**src/rtl/fb_frame_scheduler.sv**
```systemverilog
// Framebuffer write-port scheduler for a double-buffered renderer.
// Each frame: clear the draw bank to a latched color, then hand the port to
// the pixel writer until render-done, then wait for the next frame start to
// swap draw/display banks and begin the next clear.
module fb_frame_scheduler #(
  parameter int unsigned H_RES = 320,
  parameter int unsigned V_RES = 180
) (
  input  logic        clk_in,
  input  logic        rst_in,
  input  logic        frame_start_in,
  input  logic [15:0] clear_color_in,
  input  logic        pix_valid_in,
  input  logic [15:0] pix_addr_in,
  input  logic [15:0] pix_color_in,
  output logic        pix_ready_out,
  input  logic        render_done_in,
  output logic        wr_en_out,
  output logic [15:0] wr_addr_out,
  output logic [15:0] wr_data_out,
  output logic        wr_bank_out,
  output logic        disp_bank_out,
  output logic        busy_out,
  output logic        oob_out,
  output logic        overrun_out
);

  localparam int unsigned NumPix = H_RES * V_RES;
  // Last clear address; NumPix may be exactly 65536, so it stays 16 bits.
  localparam logic [15:0] LastAddr = 16'(NumPix - 1);
  // Range limit kept at 17 bits so a full 64K frame compares correctly.
  localparam logic [16:0] PixLimit = 17'(NumPix);

  typedef enum logic [1:0] {
    StIdle   = 2'd0,
    StClear  = 2'd1,
    StRender = 2'd2,
    StDone   = 2'd3
  } state_e;

  state_e      state_q, state_d;
  logic [15:0] cnt_q, cnt_d;
  logic [15:0] color_q, color_d;
  logic        draw_bank_q, draw_bank_d;
  logic        wr_en_q, wr_en_d;
  logic [15:0] wr_addr_q, wr_addr_d;
  logic [15:0] wr_data_q, wr_data_d;
  logic        oob_q, oob_d;
  logic        overrun_q, overrun_d;

  logic        clear_last;
  logic        pix_fire;
  logic        pix_in_range;

  assign clear_last   = (cnt_q == LastAddr);
  assign pix_fire     = pix_valid_in && (state_q == StRender);
  assign pix_in_range = ({1'b0, pix_addr_in} < PixLimit);

  // State register plus all datapath flops; reset drops any in-flight write.
  always_ff @(posedge clk_in or posedge rst_in) begin
    if (rst_in) begin
      state_q     <= StIdle;
      cnt_q       <= '0;
      color_q     <= '0;
      draw_bank_q <= 1'b0;
      wr_en_q     <= 1'b0;
      wr_addr_q   <= '0;
      wr_data_q   <= '0;
      oob_q       <= 1'b0;
      overrun_q   <= 1'b0;
    end else begin
      state_q     <= state_d;
      cnt_q       <= cnt_d;
      color_q     <= color_d;
      draw_bank_q <= draw_bank_d;
      wr_en_q     <= wr_en_d;
      wr_addr_q   <= wr_addr_d;
      wr_data_q   <= wr_data_d;
      oob_q       <= oob_d;
      overrun_q   <= overrun_d;
    end
  end

  // Next-state sequencing.
  always_comb begin
    state_d = state_q;
    unique case (state_q)
      StIdle: begin
        if (frame_start_in) state_d = StClear;
      end
      StClear: begin
        if (clear_last) state_d = StRender;
      end
      StRender: begin
        if (render_done_in) state_d = StDone;
      end
      StDone: begin
        if (frame_start_in) state_d = StClear;
      end
      default: state_d = StIdle;
    endcase
  end

  // Datapath next-state: clear counter, color latch, bank swap, write port, flags.
  always_comb begin
    cnt_d       = cnt_q;
    color_d     = color_q;
    draw_bank_d = draw_bank_q;
    wr_en_d     = 1'b0;
    wr_addr_d   = wr_addr_q;
    wr_data_d   = wr_data_q;
    oob_d       = oob_q;
    overrun_d   = overrun_q;
    unique case (state_q)
      StIdle: begin
        // First frame after reset starts clearing without a swap.
        if (frame_start_in) begin
          color_d = clear_color_in;
          cnt_d   = '0;
        end
      end
      StClear: begin
        wr_en_d   = 1'b1;
        wr_addr_d = cnt_q;
        wr_data_d = color_q;
        // Hold at the last address rather than wrapping.
        if (!clear_last) cnt_d = cnt_q + 16'd1;
        if (frame_start_in) overrun_d = 1'b1;
      end
      StRender: begin
        if (pix_fire) begin
          if (pix_in_range) begin
            wr_en_d   = 1'b1;
            wr_addr_d = pix_addr_in;
            wr_data_d = pix_color_in;
          end else begin
            // Accepted but dropped so the writer never stalls on a bad address.
            oob_d = 1'b1;
          end
        end
        if (frame_start_in) overrun_d = 1'b1;
      end
      StDone: begin
        if (frame_start_in) begin
          draw_bank_d = ~draw_bank_q;
          color_d     = clear_color_in;
          cnt_d       = '0;
        end
      end
      default: ;
    endcase
  end

  // Handshake and status decode from the state register only.
  always_comb begin
    pix_ready_out = 1'b0;
    busy_out      = 1'b0;
    unique case (state_q)
      StIdle:   ;
      StClear:  busy_out = 1'b1;
      StRender: begin
        pix_ready_out = 1'b1;
        busy_out      = 1'b1;
      end
      StDone:   ;
      default:  ;
    endcase
  end

  assign wr_en_out     = wr_en_q;
  assign wr_addr_out   = wr_addr_q;
  assign wr_data_out   = wr_data_q;
  assign wr_bank_out   = draw_bank_q;
  assign disp_bank_out = ~draw_bank_q;
  assign oob_out       = oob_q;
  assign overrun_out   = overrun_q;

endmodule
```
**config.mk**
```make
export PLATFORM = sky130hd
export DESIGN_NAME = fb_frame_scheduler
export DESIGN_NICKNAME = d
export VERILOG_FILES = /design/src/rtl/fb_frame_scheduler.sv
export SDC_FILE = /design/constraint.sdc
export NUM_CORES = 1
export LEC_CHECK = 0
export CORE_MARGIN = 1
export CORE_UTILIZATION = 49
export DETAILED_ROUTE_END_ITERATION = 12
export PLACE_DENSITY_LB_ADDON = 0.08
export SYNTH_ARGS = -nofsm -noshare
export SYNTH_HDL_FRONTEND = slang
export SYNTH_SLANG_ARGS = --single-unit
export TNS_END_PERCENT = 30
```
**constraint.sdc**
```tcl
create_clock -name clk_in -period 2.64 [get_ports clk_in]
set_input_delay 0.264 -clock clk_in [delete_from_list [all_inputs] [get_ports clk_in]]
set_output_delay 0.264 -clock clk_in [all_outputs]
set_load 0.01 [all_outputs]
```
==> flow_summary.json, run 1 <==
{
  "crit_required_ps": 2380,
  "first_pass_iters": 4,
  "synth_area_mm2": 0.00353,
  "synth-seq-area-share": 0.496,
  "rows": 30,
  "final_layout_size_suffix_gt1_frac": 0.290,
  "async_flop_share": 1.00,
  "ff2ff_setup_slack_ps": 530,
  "syn_inst": 296,
  "pwr-share-clk": 0.224,
  "dp_hpwl_um": 5660,
  "cts.path.max_buffers": 2,
  "ys_warn_count": 0,
  "avgSynthCellArea_um2": 11.9,
  "crit_path_cell_trace": "inv_1 > ha_2 > buf_4 > clkdlybuf4s50_1",
  "power_frac_seq": 0.376,
  "finalSetupViolCount": 0,
  "worst_slew_pin_slew_ps": 595,
  "slew_headroom": 0.600,
  "viasPerCell": 5.49,
  "ctsResizeCount": 0,
  "stdcell_count": 493,
  "p_int_mw": 2.97,
  "slew_violations": 0,
  "die_y_um": 86.9,
  "diodes": 0,
  "placed_cells": 477,
  "grt_overflow": 0,
  "clk_latency_ps": 340,
  "port_buffers": 91,
  "yosysMostFrequentCell": "mux2_2",
  "synth_top_cell_by_area": "dfrtp_1",
  "synth-edff-count": 0,
  "cts_tree": "done",
  "grt_pass1_wl_um": 13300,
  "setup-tns-final_ps": 0,
  "powerDensity_mw_per_mm2": 887,
  "crit_path_start_kind": "flip-flop",
  "comb_power_share": 0.400,
  "synth.distinct_cells": 44,
  "post_cts_buffers": 0,
  "drt_drc_violations_left": 0,
  "end_kind": "output port",
  "p_leak_nw": 2.00,
  "nFillCells": 535,
  "min_path_type": "in2async",
  "die_x_um": 86.9,
  "crit_fanout": 27,
  "cts_sinks": 70,
  "ir_drop_mv": 0.620,
  "fin_ws_ps": 141,
  "cts_max_level": 3,
  "switching_share": 0.306,
  "cts_root_buffer": "clkbuf_8",
  "worst_clock_skew_ps": 8.94,
  "grtUsageTotal": 0.230,
  "synthFlopType": "dfrtp_1",
  "die_area_mm2": 0.00755,
  "cp_data_arrival_time_ps": 2230,
  "grt_pass1_vias": 2860,
  "start_util": 0.514,
  "grt_start_max_net_pins": 30,
  "worstSetupPathType": "reg2out",
  "coreArea_mm2": 0.00687,
  "post-route-min-period_ps": 2500,
  "p_sw_mw": 1.31,
  "wl_um": 8020,
  "cpPeakStageDelay_ps": 610,
  "reg2reg_to": "wr_addr_out[2]",
  "synth_nets": 353,
  "multi_input_area_mm2": 0.00169,
  "timing.rr.start": "state_q[0]",
  "numCtsBuffers": 9,
  "netlist.area_leader.share": 0.496,
  "post-place-ws_ps": 303,
  "synth_commonest_cells": "mux2_2 (79), dfrtp_1 (70), nand2_1 (21)",
  "layout.nets": 449,
  "place_congestion": 0.813,
  "path_clk_slew_ps": 80,
  "ys_ff_latch": 70,
  "rr_worst_depth": 6,
  "critPathSlowestCell": "clkdlybuf4s50_1",
  "hold_violations": 0,
  "cap_violations": 0,
  "vias": 2705,
  "detail-route-antenna-nets": 0,
  "netlist_top_cells_area": "dfrtp_1 (50%), mux2_2 (25%), nand2_1 (2.2%)",
  "regArea_mm2": 0.00175,
  "fmax_ghz": 0.400,
  "io_pins": 92,
  "fin_crit_sh": 0.946,
  "status": "finished, final reports clean",
  "drtIter0Drc": 120,
  "wl_per_cell_um": 16.3,
  "cts_hold_buf": 0,
  "syn2layout_area_growth_pct": 36.4,
  "rsz0062_at_grt": "false",
  "antenna_found_initial": 0
}
[registers in the layout, indices dropped and copies added (netlist names)]
| register | cells |
|---|---|
| state_q | 2 |
| overrun_out | 1 |
| color_q | 16 |
| wr_data_out | 16 |
| cnt_q | 16 |
| wr_addr_out | 16 |
| oob_out | 1 |
| wr_bank_out | 1 |
| wr_en_out | 1 |
[area by class of cell]
cell class / instances / share of cell area
Tap cell: 96 / 0.0249
Inverter: 8 / 0.00623
Clock buffer: 10 / 0.0286
Timing Repair Buffer: 102 / 0.209
Clock inverter: 6 / 0.0177
Sequential cell: 70 / 0.364
Multi-Input combinational cell: 201 / 0.350
[cells by family (layout without fill, tap and decap cells)]
group | count (synthesis) | count (layout) | synth area share
AO/OA/AOI/OAI | 35 | 35 | 0.0688
XOR/XNOR | 1 | 1 | 0.00248
buffers and inverters | 25 | 126 | 0.0319
flip-flops | 70 | 70 | 0.496
adder cells (fa/ha/maj) | 4 | 4 | 0.0142
AND/OR/NAND/NOR | 77 | 77 | 0.120
multiplexers | 84 | 84 | 0.266
[power groups by stage]
stage	Sequential (mW)	Combinational (mW)	Clock [mW]
floorplan	1.65	0.955	0
global placement	1.62	1.67	0
detailed placement	1.62	1.71	0
CTS	1.61	1.73	0.977
global route	1.65	1.85	1.02
finish	1.61	1.71	0.959
[worst max-delay path: cells and delay by family, from the launching register on]
kind / cells / cell delay (ps)
adders and majority gates: 1 / 360
buffers and inverters: 3 / 1100
DFF: 1 / 420
[how the worst max path moves through the flow]
stage,from,to,slack (ps),depth (start not counted)
6_report,state_q[0],pix_ready_out,140,4
5_1_grt,state_q[0],pix_ready_out,5,4
4_1_cts,state_q[0],pix_ready_out,110,4
3_5_place_dp,pix_addr_in[11],wr_data_out[8],300,6
3_3_place_gp,pix_addr_in[10],wr_addr_out[2],350,6
2_1_floorplan,state_q[0],wr_addr_out[8],560,6
[per-stage QoR]
stage | total power [mW] | hold WS (ps) | utilization | area (µm²)
2_1_floorplan | 2.60 | 385 | - | 3530
3_3_place_gp | 3.29 | 439 | 0.669 | 4590
3_5_place_dp | 3.34 | 450 | 0.669 | 4590
4_1_cts | 4.31 | 314 | 0.701 | 4820
5_1_grt | 4.52 | 351 | 0.701 | 4820
6_report | 4.27 | 303 | 0.701 | 4820
[metal layers]
| metal | track usage | wire length [µm] | part of all wire |
|---|---|---|---|
| met3 | 0.0626 | 528 | 0.066 |
| met2 | 0.393 | 4000 | 0.50 |
| met4 | 0.111 | 185 | 0.023 |
| met1 | 0.269 | 3310 | 0.41 |
| met5 | 0 | 0 | 0 |
[cells in the final DEF, fill, tap and decap left out, types with 4 or more instances in the layout]
| cell | count |
|---|---|
| buf_4 | 10 |
| clkbuf_8 | 10 |
| clkdlybuf4s50_1 | 91 |
| dfrtp_1 | 70 |
| inv_1 | 7 |
| mux2_2 | 79 |
| mux2i_1 | 4 |
| nand2_1 | 21 |
| nand3_1 | 11 |
| nand4_1 | 5 |
| nor2_1 | 8 |
| nor2b_1 | 5 |
| nor4_1 | 7 |
| o211ai_1 | 4 |
| o21ai_0 | 11 |
No activity file was read; power rests on OpenSTA's default activity.
==> run 2: changes to the inputs <==
--- a/config.mk
+++ b/config.mk
@@ -6,7 +6,8 @@
 export NUM_CORES = 1
 export LEC_CHECK = 0
 export CORE_MARGIN = 1
-export CORE_UTILIZATION = 49
+export CORE_UTILIZATION = 50
+export CTS_BUF_LIST = sky130_fd_sc_hd__clkbuf_4 sky130_fd_sc_hd__clkbuf_8
 export DETAILED_ROUTE_END_ITERATION = 12
 export PLACE_DENSITY_LB_ADDON = 0.08
 export SYNTH_ARGS = -nofsm -noshare
==> flow_summary.json, run 2 (synthesis gave the netlist of run 1 again) <==
{
  "cts_max_level": 3,
  "syn2layout_area_growth_pct": 36.2,
  "power_frac_seq": 0.384,
  "grt_start_max_net_pins": 33,
  "rr_worst_depth": 6,
  "switching_share": 0.313,
  "die_area_mm2": 0.00740,
  "timing.rr.start": "state_q[0]",
  "viasPerCell": 5.57,
  "fin_total_pwr_mw": 4.17,
  "rows": 30,
  "cap_violations": 0,
  "setup-tns-final_ps": 0,
  "cts_sinks": 70,
  "cts_hold_buf": 0,
  "finalSetupViolCount": 0,
  "start_util": 0.520,
  "vias": 2741,
  "cts_root_buffer": "clkbuf_8",
  "ctsResizeCount": 0,
  "diodes": 0,
  "crit_fanout": 25,
  "antenna_found_initial": 0,
  "wl_per_cell_um": 15.8,
  "status": "finished, final reports clean",
  "die_x_um": 86.0,
  "hold_violations": 0,
  "p_int_mw": 2.87,
  "path_clk_slew_ps": 80,
  "fin_crit_sh": 0.922,
  "comb_power_share": 0.412,
  "hold_slack_ps": 295,
  "reg2reg_to": "wr_data_out[15]",
  "cts.path.max_buffers": 2,
  "ff2ff_setup_slack_ps": 460,
  "grt_overflow": 0,
  "cts_tree": "done",
  "grt_pass1_wl_um": 13100,
  "numCtsBuffers": 9,
  "nFillCells": 517,
  "grt_pass1_vias": 2681,
  "powerDensity_mw_per_mm2": 868,
  "wl_um": 7760,
  "clk_latency_ps": 340,
  "ir_drop_mv": 0.603,
  "crit_path_start_kind": "flip-flop",
  "coreArea_mm2": 0.00679,
  "io_pins": 92,
  "worst_clock_skew_ps": 9.11,
  "post-route-min-period_ps": 2430,
  "pwr-share-clk": 0.204,
  "slew_violations": 0,
  "detail-route-antenna-nets": 0,
  "final_layout_size_suffix_gt1_frac": 0.288,
  "worst_slew_pin_slew_ps": 588,
  "place_congestion": 0.821,
  "postPlaceCellArea_mm2": 0.00461,
  "dp_hpwl_um": 5450,
  "cp_data_arrival_time_ps": 2170,
  "min_path_type": "in2async",
  "drt_drc_violations_left": 0,
  "first_pass_iters": 4,
  "fmax_ghz": 0.411,
  "finalInstanceArea_mm2": 0.00481,
  "port_buffers": 91,
  "end_kind": "output port",
  "rsz0062_at_grt": "false",
  "grtUsageTotal": 0.231,
  "final_cell_mix": "clkdlybuf4s50_1 (91), mux2_2 (79), dfrtp_1 (70)",
  "drtIter0Drc": 149,
  "die_y_um": 86.0,
  "post_cts_buffers": 0,
  "crit_required_ps": 2380,
  "worstSetupPathType": "reg2out",
  "p_leak_nw": 2.00,
  "slew_headroom": 0.607,
  "layout_commonest_cell": "clkdlybuf4s50_1",
  "p_sw_mw": 1.30,
  "layout.nets": 448
}
run 2: cell type report:
type	count	area, µm²	area share
timing repair buffer	101	1030	0.214
clock buffer	10	131	0.0273
clock inverter	6	62.6	0.0130
inverter	8	30.0	0.00624
sequential	70	1750	0.364
multi-input combinational	201	1690	0.351
tap	96	120	0.0250
run 2: per-stage QoR:
stage,utilization,instances,setup WS (ps)
finish,0.708,492,207
global route,0.708,492,96.0
CTS,0.707,492,73.0
detailed placement,0.679,476,313
global placement,0.679,476,342
floorplan,-,296,565
run 2: worst max-delay path by stage:
stage	cells after the start	to	slack, ps	from
floorplan	6	wr_addr_out[8]	560	state_q[0]
global placement	6	wr_data_out[14]	340	pix_addr_in[11]
detailed placement	6	wr_data_out[7]	310	pix_addr_in[10]
CTS	4	pix_ready_out	70	state_q[0]
global route	4	pix_ready_out	100	state_q[0]
finish	4	pix_ready_out	210	state_q[0]
run 2: power groups by stage:
| stage | Clock, mW | Sequential, mW | Combinational, mW |
|---|---|---|---|
| floorplan | 0 | 1.65 | 0.955 |
| global placement | 0 | 1.61 | 1.68 |
| detailed placement | 0 | 1.62 | 1.72 |
| CTS | 0.869 | 1.61 | 1.73 |
| global route | 0.911 | 1.64 | 1.87 |
| finish | 0.851 | 1.60 | 1.72 |
run 2: layer usage:
layer	vias up	share of wire	track usage
met1	1354	0.43	0.308
met5	-	0	0
met3	14	0.057	0.0500
met4	0	0.018	0.0985
li1	1281	-	-
met2	92	0.49	0.364
run 2: critical path, stage by stage (launching register included):
cell             delay, ps
dfrtp_1                420
inv_1                   70
ha_2                   420
buf_6                  320
clkdlybuf4s50_1        590
==> run 3: changes to the inputs <==
--- a/config.mk
+++ b/config.mk
@@ -5,8 +5,9 @@
 export SDC_FILE = /design/constraint.sdc
 export NUM_CORES = 1
 export LEC_CHECK = 0
+export CAP_MARGIN = 20
 export CORE_MARGIN = 1
-export CORE_UTILIZATION = 50
+export CORE_UTILIZATION = 46
 export CTS_BUF_LIST = sky130_fd_sc_hd__clkbuf_4 sky130_fd_sc_hd__clkbuf_8
 export DETAILED_ROUTE_END_ITERATION = 12
 export PLACE_DENSITY_LB_ADDON = 0.08
==> constraint.sdc (replaced) <==
create_clock -name clk_in -period 2.2 [get_ports clk_in]
set_input_delay 0.22 -clock clk_in [delete_from_list [all_inputs] [get_ports clk_in]]
set_output_delay 0.22 -clock clk_in [all_outputs]
set_load 0.01 [all_outputs]
==> flow_summary.json, run 3 (synthesis gave the netlist of run 1 again) <==
{
  "hold_slack_ps": 187,
  "cts_sinks": 70,
  "layout.nets": 457,
  "dp_hpwl_um": 5880,
  "antenna_found_initial": 0,
  "clk_latency_ps": 350,
  "fmax_ghz": 0.479,
  "powerDensity_mw_per_mm2": 1070,
  "final_layout_size_suffix_gt1_frac": 0.306,
  "cts_tree": "done",
  "rows": 31,
  "status": "finished, final reports clean",
  "coreArea_mm2": 0.00733,
  "final_cell_mix": "clkdlybuf4s50_1 (91), mux2_2 (79), dfrtp_1 (70)",
  "start_util": 0.482,
  "hold_violations": 0,
  "grt_pass1_wl_um": 13200,
  "crit_required_ps": 1980,
  "slew_headroom": 0.703,
  "regArea_mm2": 0.00175,
  "port_buffers": 91,
  "grtUsageTotal": 0.222,
  "slew_violations": 0,
  "worstSetupPathType": "reg2out",
  "wl_per_cell_um": 16.5,
  "die_x_um": 89.6,
  "grt_start_max_net_pins": 32,
  "syn2layout_area_growth_pct": 39.7,
  "diodes": 0,
  "layout_commonest_cell": "clkdlybuf4s50_1",
  "grt_overflow": 0,
  "nFillCells": 586,
  "end_kind": "output port",
  "finalSetupViolCount": 0,
  "detail-route-antenna-nets": 0,
  "viasPerCell": 5.48,
  "cp_data_arrival_time_ps": 1870,
  "path_clk_slew_ps": 80,
  "drtIter0Drc": 141,
  "cts_root_buffer": "clkbuf_8",
  "post-route-min-period_ps": 2090,
  "ir_drop_mv": 0.746,
  "cts_max_level": 3,
  "place_congestion": 0.800,
  "worst_clock_skew_ps": 9.83,
  "rsz0062_at_grt": "false",
  "numCtsBuffers": 9,
  "crit_fanout": 28,
  "min_path_type": "in2async",
  "die_y_um": 89.6,
  "fin_crit_sh": 0.949,
  "p_leak_nw": 2.06,
  "vias": 2760,
  "worst_slew_pin_slew_ps": 445,
  "cts.path.max_buffers": 2,
  "grt_pass1_vias": 2733,
  "first_pass_iters": 4,
  "io_pins": 92,
  "cap_violations": 0,
  "die_area_mm2": 0.00803,
  "cts_hold_buf": 0,
  "setup-tns-final_ps": 0,
  "drt_drc_violations_left": 0,
  "multi_input_area_mm2": 0.00169,
  "crit_path_start_kind": "flip-flop",
  "wl_um": 8340,
  "fin_total_pwr_mw": 5.26
}
run 3: cell type report:
| cell class | count | area share |
|---|---|---|
| Clock buffer | 11 | 0.0307 |
| Clock inverter | 5 | 0.0165 |
| Inverter | 8 | 0.00685 |
| Multi-Input combinational cell | 201 | 0.342 |
| Sequential cell | 70 | 0.355 |
| Tap cell | 99 | 0.0251 |
| Timing Repair Buffer | 110 | 0.224 |
run 3: worst max-delay path, stage by stage (launching register included):
cell and delay (ps):
dfrtp_1 420, inv_1 70, ha_2 250, buf_12 220, clkdlybuf4s50_1 560
run 3: metrics by stage:
step	setup WS, ps	area [µm²]	instances	utilization
2_1_floorplan	125	3530	296	-
3_3_place_gp	35.0	4690	487	0.640
3_5_place_dp	-2.95	4690	487	0.640
4_1_cts	30.6	4920	503	0.672
5_1_grt	13.7	4930	504	0.673
6_report	113	4930	504	0.673
run 3: timing repair:
action / 4_1_cts / 5_1_grt
setup buffers: 0 / 1
resized for setup: 1 / 0
pin swaps: 0 / 0
endpoints found under the setup margin: 1 / 1
run 3: power breakdown:
part           switching, mW  internal, mW  total, mW
combinational          0.866          1.26       2.13
clock                  0.505         0.700       1.20
sequential             0.241          1.68       1.92
run 3: final timing paths:
path | cells past startpoint | to | startpoint | slack [ps]
min in group clk_in | 1 | overrun_out | overrun_out | 460
worst max-delay path | 4 | pix_ready_out | state_q[0] | 110
worst min register to register | 1 | overrun_out | overrun_out | 460
worst min-delay path | 2 | color_q[3] | rst_in | 190
max in group asynchronous | 3 | wr_addr_out[15] | rst_in | 1350
worst max register to register | 6 | cnt_q[12] | state_q[1] | 180
run 3: routing by layer:
metal / vias up / wire length, µm / part of all wire / global-route usage
met3: 10 / 481 / 0.058 / 0.0658
met4: 0 / 116 / 0.014 / 0.0808
met1: 1357 / 3560 / 0.43 / 0.276
met5: - / 0 / 0 / 0
li1: 1299 / - / - / -
met2: 94 / 4180 / 0.50 / 0.367
